`src/rtl/motoro3_pkg.sv`:
```
// Shared types and widths for the motoro3 line PWM drive.
package motoro3_pkg;

  localparam int unsigned StepW = 4;
  localparam int unsigned LenW  = 16;

  localparam logic [LenW-1:0] PwmPeriodDefault = 16'd1000;

  typedef enum logic [1:0] {
    StIdle,
    StSettle,
    StLoad,
    StRun
  } state_e;

endpackage

```
`src/rtl/motoro3_pwm_period_cnt.sv`:
```
// PWM period counter: clock count within a period, period count within a step,
// the on-length compare and the period/step terminal-count flags.
module motoro3_pwm_period_cnt
  import motoro3_pkg::*;
#(
  parameter logic [LenW-1:0] PWM_PERIOD = PwmPeriodDefault
) (
  input  logic            clk,
  input  logic            nRst,
  input  logic            clr_i,
  input  logic            en_i,
  input  logic [LenW-1:0] pl_len_i,
  input  logic [LenW-1:0] sl_len_i,
  output logic            pwm_on_o,
  output logic            period_end_o,
  output logic            step_end_o
);

  logic [LenW-1:0] cnt_q;
  logic [LenW-1:0] per_cnt_q;

  assign pwm_on_o     = (cnt_q < pl_len_i);
  assign period_end_o = (cnt_q == PWM_PERIOD - 1'b1);
  // sl_len_i is never 0 while counting; zero-length steps skip RUN entirely.
  assign step_end_o   = period_end_o && (per_cnt_q == sl_len_i - 1'b1);

  always_ff @(posedge clk or negedge nRst) begin
    if (!nRst) begin
      cnt_q     <= '0;
      per_cnt_q <= '0;
    end else if (clr_i) begin
      cnt_q     <= '0;
      per_cnt_q <= '0;
    end else if (en_i) begin
      if (period_end_o) begin
        cnt_q     <= '0;
        per_cnt_q <= per_cnt_q + 1'b1;
      end else begin
        cnt_q <= cnt_q + 1'b1;
      end
    end
  end

endmodule

```
`src/rtl/motoro3_line_pwm_drive.sv`:
```
// Walks lcStep through one electrical line, captures the calculator's plLen/slLen
// per step and emits the PWM waveform for that step.
module motoro3_line_pwm_drive
  import motoro3_pkg::*;
#(
  parameter logic [LenW-1:0]  PWM_PERIOD = PwmPeriodDefault,
  parameter logic [StepW-1:0] STEP_LAST  = 4'd15
) (
  input  logic             clk,
  input  logic             nRst,
  input  logic             start,
  input  logic             stop,
  input  logic             dirRev,
  input  logic             loopEn,
  input  logic [LenW-1:0]  plLen,
  input  logic [LenW-1:0]  slLen,
  output logic [StepW-1:0] lcStep,
  output logic             pwmOut,
  output logic             busy,
  output logic             stepDone,
  output logic             lineDone
);

  state_e          state_q;
  logic            dir_q;
  logic [LenW-1:0] pl_len_q;
  logic [LenW-1:0] sl_len_q;

  logic             pwm_on;
  logic             period_end;
  logic             step_end;
  logic             last_step;
  logic             advance;
  logic [StepW-1:0] first_step;
  logic [StepW-1:0] next_step;

  motoro3_pwm_period_cnt #(
    .PWM_PERIOD(PWM_PERIOD)
  ) u_period_cnt (
    .clk         (clk),
    .nRst        (nRst),
    .clr_i       (state_q == StLoad),
    .en_i        (state_q == StRun),
    .pl_len_i    (pl_len_q),
    .sl_len_i    (sl_len_q),
    .pwm_on_o    (pwm_on),
    .period_end_o(period_end),
    .step_end_o  (step_end)
  );

  always_comb begin
    first_step = dir_q ? STEP_LAST : '0;
    last_step  = dir_q ? (lcStep == '0) : (lcStep == STEP_LAST);
    next_step  = dir_q ? (lcStep - 1'b1) : (lcStep + 1'b1);
    // A zero-period step advances straight out of LOAD.
    advance    = ((state_q == StLoad) && (slLen == '0)) || ((state_q == StRun) && step_end);
  end

  assign busy = (state_q != StIdle);

  always_ff @(posedge clk or negedge nRst) begin
    if (!nRst) begin
      state_q  <= StIdle;
      dir_q    <= 1'b0;
      pl_len_q <= '0;
      sl_len_q <= '0;
      lcStep   <= '0;
      pwmOut   <= 1'b0;
      stepDone <= 1'b0;
      lineDone <= 1'b0;
    end else begin
      stepDone <= 1'b0;
      lineDone <= 1'b0;
      pwmOut   <= (state_q == StRun) && pwm_on;
      if (stop) begin
        state_q <= StIdle;
        lcStep  <= '0;
        pwmOut  <= 1'b0;
      end else begin
        unique case (state_q)
          StIdle: begin
            if (start) begin
              dir_q   <= dirRev;
              lcStep  <= dirRev ? STEP_LAST : '0;
              state_q <= StSettle;
            end
          end
          StSettle: state_q <= StLoad;
          StLoad: begin
            pl_len_q <= plLen;
            sl_len_q <= slLen;
            if (slLen != '0) state_q <= StRun;
          end
          StRun: begin
          end
          default: state_q <= StIdle;
        endcase
        if (advance) begin
          stepDone <= 1'b1;
          if (last_step) begin
            lineDone <= 1'b1;
            if (loopEn) begin
              lcStep  <= first_step;
              state_q <= StSettle;
            end else begin
              state_q <= StIdle;
            end
          end else begin
            lcStep  <= next_step;
            state_q <= StSettle;
          end
        end
      end
    end
  end

endmodule
```
`config.mk`:
```
export PLATFORM = sky130hd
export DESIGN_NAME = motoro3_line_pwm_drive
export DESIGN_NICKNAME = d
export VERILOG_FILES = /design/src/rtl/motoro3_pkg.sv /design/src/rtl/motoro3_pwm_period_cnt.sv /design/src/rtl/motoro3_line_pwm_drive.sv
export SDC_FILE = /design/constraint.sdc
export NUM_CORES = 1
export LEC_CHECK = 0
export BUFFER_PORTS_ARGS = -buffer_cell sky130_fd_sc_hd__buf_2
export CAP_MARGIN = 20
export CORE_ASPECT_RATIO = 2
export CORE_MARGIN = 2
export CORE_UTILIZATION = 45
export DETAILED_ROUTE_END_ITERATION = 10
export GPL_ROUTABILITY_DRIVEN = 0
export PLACE_DENSITY = 0.72
export SETUP_SLACK_MARGIN = 0.2
export SLEW_MARGIN = 40
export SYNTH_ARGS = -nofsm -noshare
export SYNTH_HDL_FRONTEND = slang
export SYNTH_SLANG_ARGS = --single-unit
```
`constraint.sdc`:
```
create_clock -name clk -period 3.3 [get_ports clk]
set_input_delay 0.66 -clock clk [delete_from_list [all_inputs] [get_ports clk]]
set_output_delay 0.66 -clock clk [all_outputs]
set_load 0.05 [all_outputs]
```
Word-level counts from Yosys, hierarchy flattened
Cells that the tools add are included.

Multiplexer cells: 29. Bitwise operators: 1. Eq/ne operators: 8. Add/sub/neg operators: 5. Magnitude comparators: 1. Reductions and logical operators: 17.

Operators by type and width (number): $mux 16 (6); $mux 4 (9); $add 16x1->16 const B (2); $eq 16x10->1 const B (1); $eq 16x16->1 (1); $logic_not 16->1 (1); $lt 16x16->1 (1); $reduce_bool 16->1 (1); $sub 16x1->16 const B (1); $mux 2 (5); $mux 1 (8); $ne 4x4->1 const B (2); $pmux 2 s3 (1); $reduce_and 3->1 (2); $reduce_bool 2->1 (3); $reduce_bool 5->1 (1); $add 4x1->4 const B (1); $eq 2x2->1 const B (2); $eq 4x4->1 const B (1); $logic_and 1x1->1 (4); $logic_not 4->1 (1); $reduce_and 2->1 (2); $sub 4x1->4 const B (1); $eq 2x1->1 const B (1); other kinds (3) (3).

Bits in registers: 74. Input bits: 38.

Depth between registers and ports, before layout
Gate-level depths: netlist (run 1).

Word-level depth: 7. Mapped depth: 11. Gate-level depth less buffers: 9.

Hierarchy
A second synthesis (run 1) with hierarchy kept.

Cells, all modules: 520. Area total of the unflattened synthesis: 4494.3 um^2.

By module, submodules not included: motoro3_pwm_period_cnt (seq. area each 800.8 um^2, area each 2504.9 um^2, times used 1, cells each 299); motoro3_line_pwm_drive (seq. area each 1051.0 um^2, area each 1989.4 um^2, times used 1, cells each 221).

Worst setup path after synthesis (run 1)
Ideal clock, no wire load.

Kind: register to register. Start: register sl_len_q[0]. End: register lcStep[0]. Cell stages (with the launch flop): 12. Library setup time: 0.125 ns. Buffers on the path: 2. Arrival time: 2.505 ns. Setup slack: 0.670 ns. Cells stage by stage: dfrtp_1 > clkbuf_1 > inv_1 > ha_1 > clkbuf_1 > or2_2 > a2111oi_0 > o211ai_1 > nand2_1 > nand4_1 > o32ai_4 > mux2_4.

Longest elaborated chain between the ends: 7.

Ends and longest elaborated chain: from (decl) (RTL line motoro3_line_pwm_drive.sv:27) `logic [LenW-1:0] sl_len_q;`; from (signal assigned) (RTL line motoro3_line_pwm_drive.sv:91) `sl_len_q <= slLen;`; $sub 16x1->16 (RTL line motoro3_pwm_period_cnt.sv:25) `assign step_end_o = period_end_o && (per_cnt_q == sl_len_i - 1'b1);`; $eq 16x16->1 (RTL line motoro3_pwm_period_cnt.sv:25); $logic_and 1x1->1 (RTL line motoro3_pwm_period_cnt.sv:25); $logic_and 1x1->1 (RTL line motoro3_line_pwm_drive.sv:56) `advance = ((state_q == StLoad) && (slLen == '0)) || ((state_q == StRun) && step_end);`; $logic_or 1x1->1 (RTL line motoro3_line_pwm_drive.sv:56); $mux 4 (RTL line motoro3_line_pwm_drive.sv:98) `if (advance) begin`; $mux 4 (RTL line motoro3_line_pwm_drive.sv:75) `if (stop) begin`; to (signal assigned) (RTL line motoro3_line_pwm_drive.sv:84) `lcStep <= dirRev ? STEP_LAST : '0;`; to (signal assigned) (RTL line motoro3_line_pwm_drive.sv:103) `lcStep <= first_step;`; to (signal assigned) (RTL line motoro3_line_pwm_drive.sv:109) `lcStep <= next_step;`; to (decl) (RTL line motoro3_line_pwm_drive.sv:17) `output logic [StepW-1:0] lcStep,`.

No other way between the ends. A chain may end at the register's enable or synchronous reset.

Worst setup path after layout (run 1)
Start: register sl_len_q[0]. End: register lcStep[3].

The elaborated chain is that of the path after synthesis.

==> summary.md, run 1 <==
| Metric | Value |
|---|---|
| Comb power frac | `40.5%` |
| HP Class | `in2async` |
| Mapped Cells | `498` |
| Peak VDD IR | `0.000496 V` |
| Placed wire-length estimate | `9.03 mm` |
| Total GRT Usage | `23.1%` |
| Post-Syn Area | `4620 um^2` |
| Share of cells above drive strength 1 | `18.2%` |
| Internal power | `2.41 mW` |
| DRT met1 WL | `4.01 mm` |
| Placed instance area | `5020 um^2` |
| Primary FF master, synth | `dfrtp_1` |
| CTS Hold Buffers Added | `0` |
| Area leader, netlist | `dfrtp_1` |
| Nets | `609` |
| H-tree levels | `3` |
| GRT overflow | `0` |
| Clock buffer count from CTS | `9` |
| Top cells by area, synth | `dfrtp_1 40%, ha_1 6.5%, xor2_1 5.1%` |
| Sink Count | `74` |
| Initial antenna violation count | `0` |
| Initial Utilization | `45.9%` |
| Site Rows | `52` |
| Crit path capture type | `flip-flop` |
| Die height | `147 um` |
| Final wirelength | `11.9 mm` |
| Worst setup SP type | `flip-flop` |
| Vias in the first global route | `4,263` |
| Largest net degree at the start of global routing | `45` |
| Crit Path Category | `reg2reg` |
| Global-route wire length before repair | `19.5 mm` |
| IO Port Bufs | `45` |
| CP required | `3.51 ns` |
| Net Sw Frac | `39.6%` |
| Clk pin slew, worst setup/hold paths | `0.06 ns` |
| Setup_tns | `0 ns` |
| Worst-Skew Late Latency | `0.33 ns` |
| Max Slew Vio Count | `0` |
| Fin crit share | `88.9%` |
| Mapped Nets | `561` |
| CTS tree | `built` |
| Yosys warning total | `0` |
| Fmax | `0.341 GHz` |
| Ant. Diodes | `0` |
| Status | `complete, no violations` |
| Top Ports | `46` |
| P_sw | `1.58 mW` |
| Chip width | `75.7 um` |
| Post-synth cell types | `61` |
| Final Skew | `0.00806 ns` |
| Number of synthesized flops with an enable pin | `0` |
| Area delta synth->final | `15.8%` |
| Top layer reached by signal wires | `met4` |
| Sequential power share | `35.3%` |
| Core footprint | `10,100 um^2` |
| Met2 WL | `6.60 mm` |
| Async SR Flop Fraction | `100%` |
| Most frequent cells in the layout | `74 x dfrtp_1, 54 x nand2_1, 49 x nor2_1, 44 x buf_2, 35 x o21ai_0` |
| Count of final setup violators | `0` |
| Crit path DAT | `3.14 ns` |
| Register area share after synthesis | `40.0%` |
| Vias/cell | `5.78` |
| Post-route cell area | `5360 um^2` |
| Commonest non-fill, non-tap cell in the layout | `dfrtp_1` |
| Clk root buf | `clkbuf_16` |
| DR vias | `3,956` |
| Initial DRC count | `295` |
| Crit path setup slack, layout | `0.368 ns` |
| Met3 Routed Length | `437 um` |
| Syn Area/Cell | `9.29 um^2` |
| Die area | `11,200 um^2` |
| Least-Margin Pin Slew | `0.737 ns` |
| 1st-pass router iterations | `4` |
| # DRC | `0` |
| Slew HR | `50.4%` |
| # Max-Cap Violations | `0` |
| Share of the synthesized area in the top cell type | `40.0%` |
| Clock power frac | `24.2%` |
| Max Root-Sink Buffers | `2` |
| Crit path time final | `2.93 ns` |
| Post-Place Worst Slack | `0.286 ns` |
| DR WL/cell | `17.4 um` |
| RSZ-0062 raised after global routing | `no` |
| Final Hold Vio Count | `0` |
| Leak | `2.48 nW` |
| Crit Path Max Fanout | `12` |
| Post-route ant nets | `0` |
| Synth Register Bits | `74` |
| Pwr/cell area | `745 nW/um^2` |
-- worst paths after layout --
path	depth (start not counted)	from	slack, ns	end
max	9	sl_len_q[0]	0.37	lcStep[3]
min	1	nRst	0.27	pl_len_q[1]
max reg2reg	9	sl_len_q[0]	0.37	lcStep[3]
min reg2reg	1	pl_len_q[0]	0.51	pl_len_q[0]
max in group asynchronous	2	nRst	2.43	u_period_cnt.per_cnt_q[15]
min in group clk	1	pl_len_q[0]	0.51	pl_len_q[0]
-- layer usage --
metal | GRT usage (%) | vias up
li1 | - | 1868
met1 | 22.7 | 1900
met2 | 41.0 | 133
met3 | 3.98 | 55
met4 | 16.3 | 0
met5 | 0 | -
-- registers in the layout, indices dropped and copies added (netlist names) --
signal                  flops
state_q                     2
sl_len_q                   16
lineDone                    1
pl_len_q                   16
pwmOut                      1
u_period_cnt.cnt_q         16
lcStep                      4
u_period_cnt.per_cnt_q     16
stepDone                    1
dir_q                       1
-- through the flow --
stage	instances	total power [mW]	hold slack, ns	util, %
finish	685	3.99	0.268	53.1
global route	685	4.27	0.292	53.1
CTS	684	3.97	0.419	52.7
detailed placement	669	2.99	0.499	49.8
global placement	669	2.91	0.504	49.8
floorplan	498	2.54	0.364	-
-- power groups by stage --
stage          Sequential [mW]  Clock, mW  Combinational, mW
2_1_floorplan             1.37          0               1.17
3_3_place_gp              1.41          0               1.51
3_5_place_dp              1.42          0               1.57
4_1_cts                   1.40      0.987               1.58
5_1_grt                   1.44       1.03               1.80
6_report                  1.41      0.968               1.62
-- cell type report --
type | count | area (um^2)
Clock buffer | 10 | 239
Inverter | 30 | 113
Multi-Input combinational cell | 379 | 2620
Timing Repair Buffer | 52 | 313
Fill cell | 904 | 4730
Sequential cell | 74 | 1850
Tap cell | 135 | 169
Clock inverter | 5 | 55.1
-- kinds of logic (layout without fill, tap and decap cells) --
group / after synthesis / after routing / share of synthesized area [%]
flip-flops: 74 / 74 / 40.0
AND/OR/NAND/NOR: 194 / 194 / 22.1
multiplexers: 22 / 22 / 5.84
AO/OA/AOI/OAI: 96 / 96 / 13.3
adder cells (fa/ha/maj): 25 / 25 / 6.93
XOR/XNOR: 42 / 42 / 7.95
buffers and inverters: 45 / 97 / 3.84
-- repair_timing --
| item | 4_1_cts | 5_1_grt |
|---|---|---|
| resized for setup | 0 | 2 |
| buffers inserted | 0 | 0 |
| endpoints found under the setup margin | 0 | 4 |
-- worst max-delay path: stages (launching register included) --
cell and delay, ns:
dfrtp_1 0.44, inv_1 0.15, ha_4 0.21, or4b_4 0.51, nor4b_2 0.27, nand3b_1 0.14
a32oi_1 0.26, nand4_1 0.18, o32ai_4 0.29, mux2_4 0.34
-- cell usage after synthesis (3+ instances only) --
cell type,number
xor2_1,27
nand4_1,15
nor4b_1,5
xnor2_1,15
mux2_2,14
a31oi_1,3
and3_1,11
nor2_1,50
a21oi_1,20
or3_1,5
a21o_1,9
nand3_1,7
nor3_1,13
o21ai_0,35
mux2i_1,3
dfrtp_1,74
clkbuf_1,13
ha_1,24
mux2_4,4
o211ai_1,4
nor4_1,9
nand2_1,54
inv_1,30
and4_1,4
o311ai_0,3
(Power assumes the default switching activity.)
==> inputs of run 2 (changes only) <==
ABC_CLOCK_PERIOD_IN_PS = 3450   (was not set)
clock period = 3.45 ns   (was 3.3 ns; I/O delays follow)
==> summary.md, run 2 (synthesis gave the netlist of run 1 again) <==
| Metric | Value |
|---|---|
| CP delay by family, top | `simple AND/OR/NAND/NOR gates` |
| Crit path time final | `3.03 ns (+0.0952 ns)` |
| Initial antenna violation count | `0 (unchanged)` |
| Setup bufs post-CTS | `0 (unchanged)` |
| Count of final setup violators | `0 (unchanged)` |
| RSZ-0062 raised after global routing | `no` |
| Worst path bufs/invs | `1 (unchanged)` |
| Worst setup SP type | `flip-flop` |
| Die area | `11,200 um^2 (unchanged)` |
| Crit path capture type | `flip-flop` |
| Status | `complete, no violations` |
| Crit Path Max Fanout | `12 (unchanged)` |
| FF+latch area | `1850 um^2 (unchanged)` |
| Sink Count | `74 (unchanged)` |
| Fmax | `0.330 GHz (-3.1%)` |
| Critical path destination | `lcStep[3]` |
| Global-route wire length before repair | `19.7 mm (+1.2%)` |
| Clock buffer count from CTS | `9 (unchanged)` |
| GRT overflow | `0 (unchanged)` |
| Nets | `608 (-0.16%)` |
| Final Skew | `0.00655 ns (-0.00151 ns)` |
| Clk root buf | `clkbuf_16` |
| Total GRT Usage | `23.3% (+0.23 points)` |
| CP Depth | `9 (unchanged)` |
| # Max-Cap Violations | `0 (unchanged)` |
| Max Slew Vio Count | `0 (unchanged)` |
| Max Root-Sink Buffers | `2 (unchanged)` |
| Largest stage delay, worst path | `0.55 ns (+0.04 ns)` |
| Vias/cell | `5.74 (-0.65%)` |
| Filler cells | `918 (+1.5%)` |
| Vias in the first global route | `4,192 (-1.7%)` |
| Least-Margin Pin Slew | `0.718 ns (-0.0186 ns)` |
| Crit path DAT | `3.23 ns (+0.09 ns)` |
| Placed insts | `668 (-0.15%)` |
| Critical-path cell list | `inv_1 -> ha_1 -> or4b_4 -> nor4b_2 -> nand3b_1 -> a32oi_1 -> nand4_1 -> o32ai_4 -> mux2_4` |
| Pwr/cell area | `703 nW/um^2 (-5.7%)` |
| Final Hold Vio Count | `0 (unchanged)` |
| Die height | `147 um (unchanged)` |
| Reg2reg end | `lcStep[3]` |
| Initial Utilization | `45.9% (unchanged)` |
| Fin crit share | `87.8% (-1.1 points)` |
| IO Port Bufs | `45 (unchanged)` |
| DR WL/cell | `17.3 um (-0.77%)` |
| Placed wire-length estimate | `9.01 mm (-0.27%)` |
| 1st-pass router iterations | `4 (unchanged)` |
| CP max stage cell | `or4b_4` |
| Reg2reg start | `sl_len_q[0]` |
| CTS Hold Buffers Added | `0 (unchanged)` |
| Core footprint | `10,100 um^2 (unchanged)` |
| # DRC | `0 (unchanged)` |
| H-tree levels | `3 (unchanged)` |
| Top Ports | `46 (unchanged)` |
| Slack of the worst reg-to-reg path | `0.42 ns (+0.05 ns)` |
| Area delta synth->final | `14.9%` |
| Post-route ant nets | `0 (unchanged)` |
| Setup_tns | `0 ns (unchanged)` |
| CTS tree | `built` |
| Chip width | `75.7 um (unchanged)` |
| Area of the multi-input gates | `2600 um^2 (-0.48%)` |
| Peak VDD IR | `0.000421 V (-15%)` |
| Slew HR | `52.1% (+1.7 points)` |
| Reg2reg path depth | `9 (unchanged)` |
| Worst Setup SP | `sl_len_q[0]` |
| Clk pin slew, worst setup/hold paths | `0.06 ns (about the same)` |
| Most frequent cells in the layout | `74 x dfrtp_1, 54 x nand2_1, 49 x nor2_1, 45 x buf_2, 35 x o21ai_0` |
| Crit Path Category | `reg2reg` |
| CP required | `3.66 ns (+0.15 ns)` |
| Site Rows | `52 (unchanged)` |
| Leak | `2.47 nW (-0.31%)` |
| Non-filler instance count after layout | `683 (-0.29%)` |
| Largest net degree at the start of global routing | `46 (+2.2%)` |
| HP Class | `in2async` |
| Worst-Skew Late Latency | `0.32 ns (about the same)` |
| Ant. Diodes | `0 (unchanged)` |
| Initial DRC count | `205 (-31%)` |
| DR vias | `3,919 (-0.94%)` |
| Commonest non-fill, non-tap cell in the layout | `dfrtp_1` |
| Total of cells resized after clock tree synthesis | `0 (unchanged)` |
| Final wirelength | `11.8 mm (-1.1%)` |
| Share of cells above drive strength 1 | `17.5% (-0.66 points)` |
-- run 2: changes by cell type in the layout (fill, tap and decap cells not counted), sizes merged --
cell / before / now
buf: 52 / 51
clkinv: 2 / 3
clkinvlp: 2 / 0
-- run 2: how the worst min path moves through the flow --
stage,to,startpoint,cells past startpoint
2_1_floorplan,dir_q,nRst,0
3_3_place_gp,pl_len_q[0],pl_len_q[0],1
3_5_place_dp,pl_len_q[0],pl_len_q[0],1
4_1_cts,sl_len_q[3],nRst,1
5_1_grt,sl_len_q[7],nRst,1
6_report,sl_len_q[3],nRst,1
-- run 2: metrics by stage --
step / setup WS, ns / cell area (um^2) / power, mW / hold slack [ns] / utilization, %
3_3_place_gp: 0.561 / 5010 / 2.78 / 0.511 / 49.7
5_1_grt: 0.216 / 5310 / 3.99 / 0.470 / 52.7
6_report: 0.422 / 5310 / 3.74 / 0.422 / 52.7
2_1_floorplan: 0.820 / 4620 / 2.43 / 0.394 / -
3_5_place_dp: 0.435 / 5010 / 2.85 / 0.522 / 49.7
4_1_cts: 0.425 / 5290 / 3.73 / 0.436 / 52.4
-- run 2: power by group --
| part | switching, mW | internal, mW | leakage (nW) |
|---|---|---|---|
| registers | 0.256 | 1.09 | 0.967 |
| clock network | 0.330 | 0.548 | 0.138 |
| logic | 0.890 | 0.616 | 1.37 |
-- run 2: metal layers --
metal / track usage (%) / vias to the layer above / share of wire (%)
met3: 3.22 / 46 / 2.5
met1: 23.4 / 1908 / 35
met4: 16.7 / 0 / 6.9
met2: 41.3 / 97 / 56
met5: 0 / - / 0
li1: - / 1868 / -
-- run 2: layout make-up --
type	instances	area share (%)
Clock buffer	10	4.31
Timing Repair Buffer	51	5.70
Clock inverter	4	0.848
Tap cell	135	3.18
Sequential cell	74	34.9
Multi-Input combinational cell	379	49.0
Inverter	30	2.12
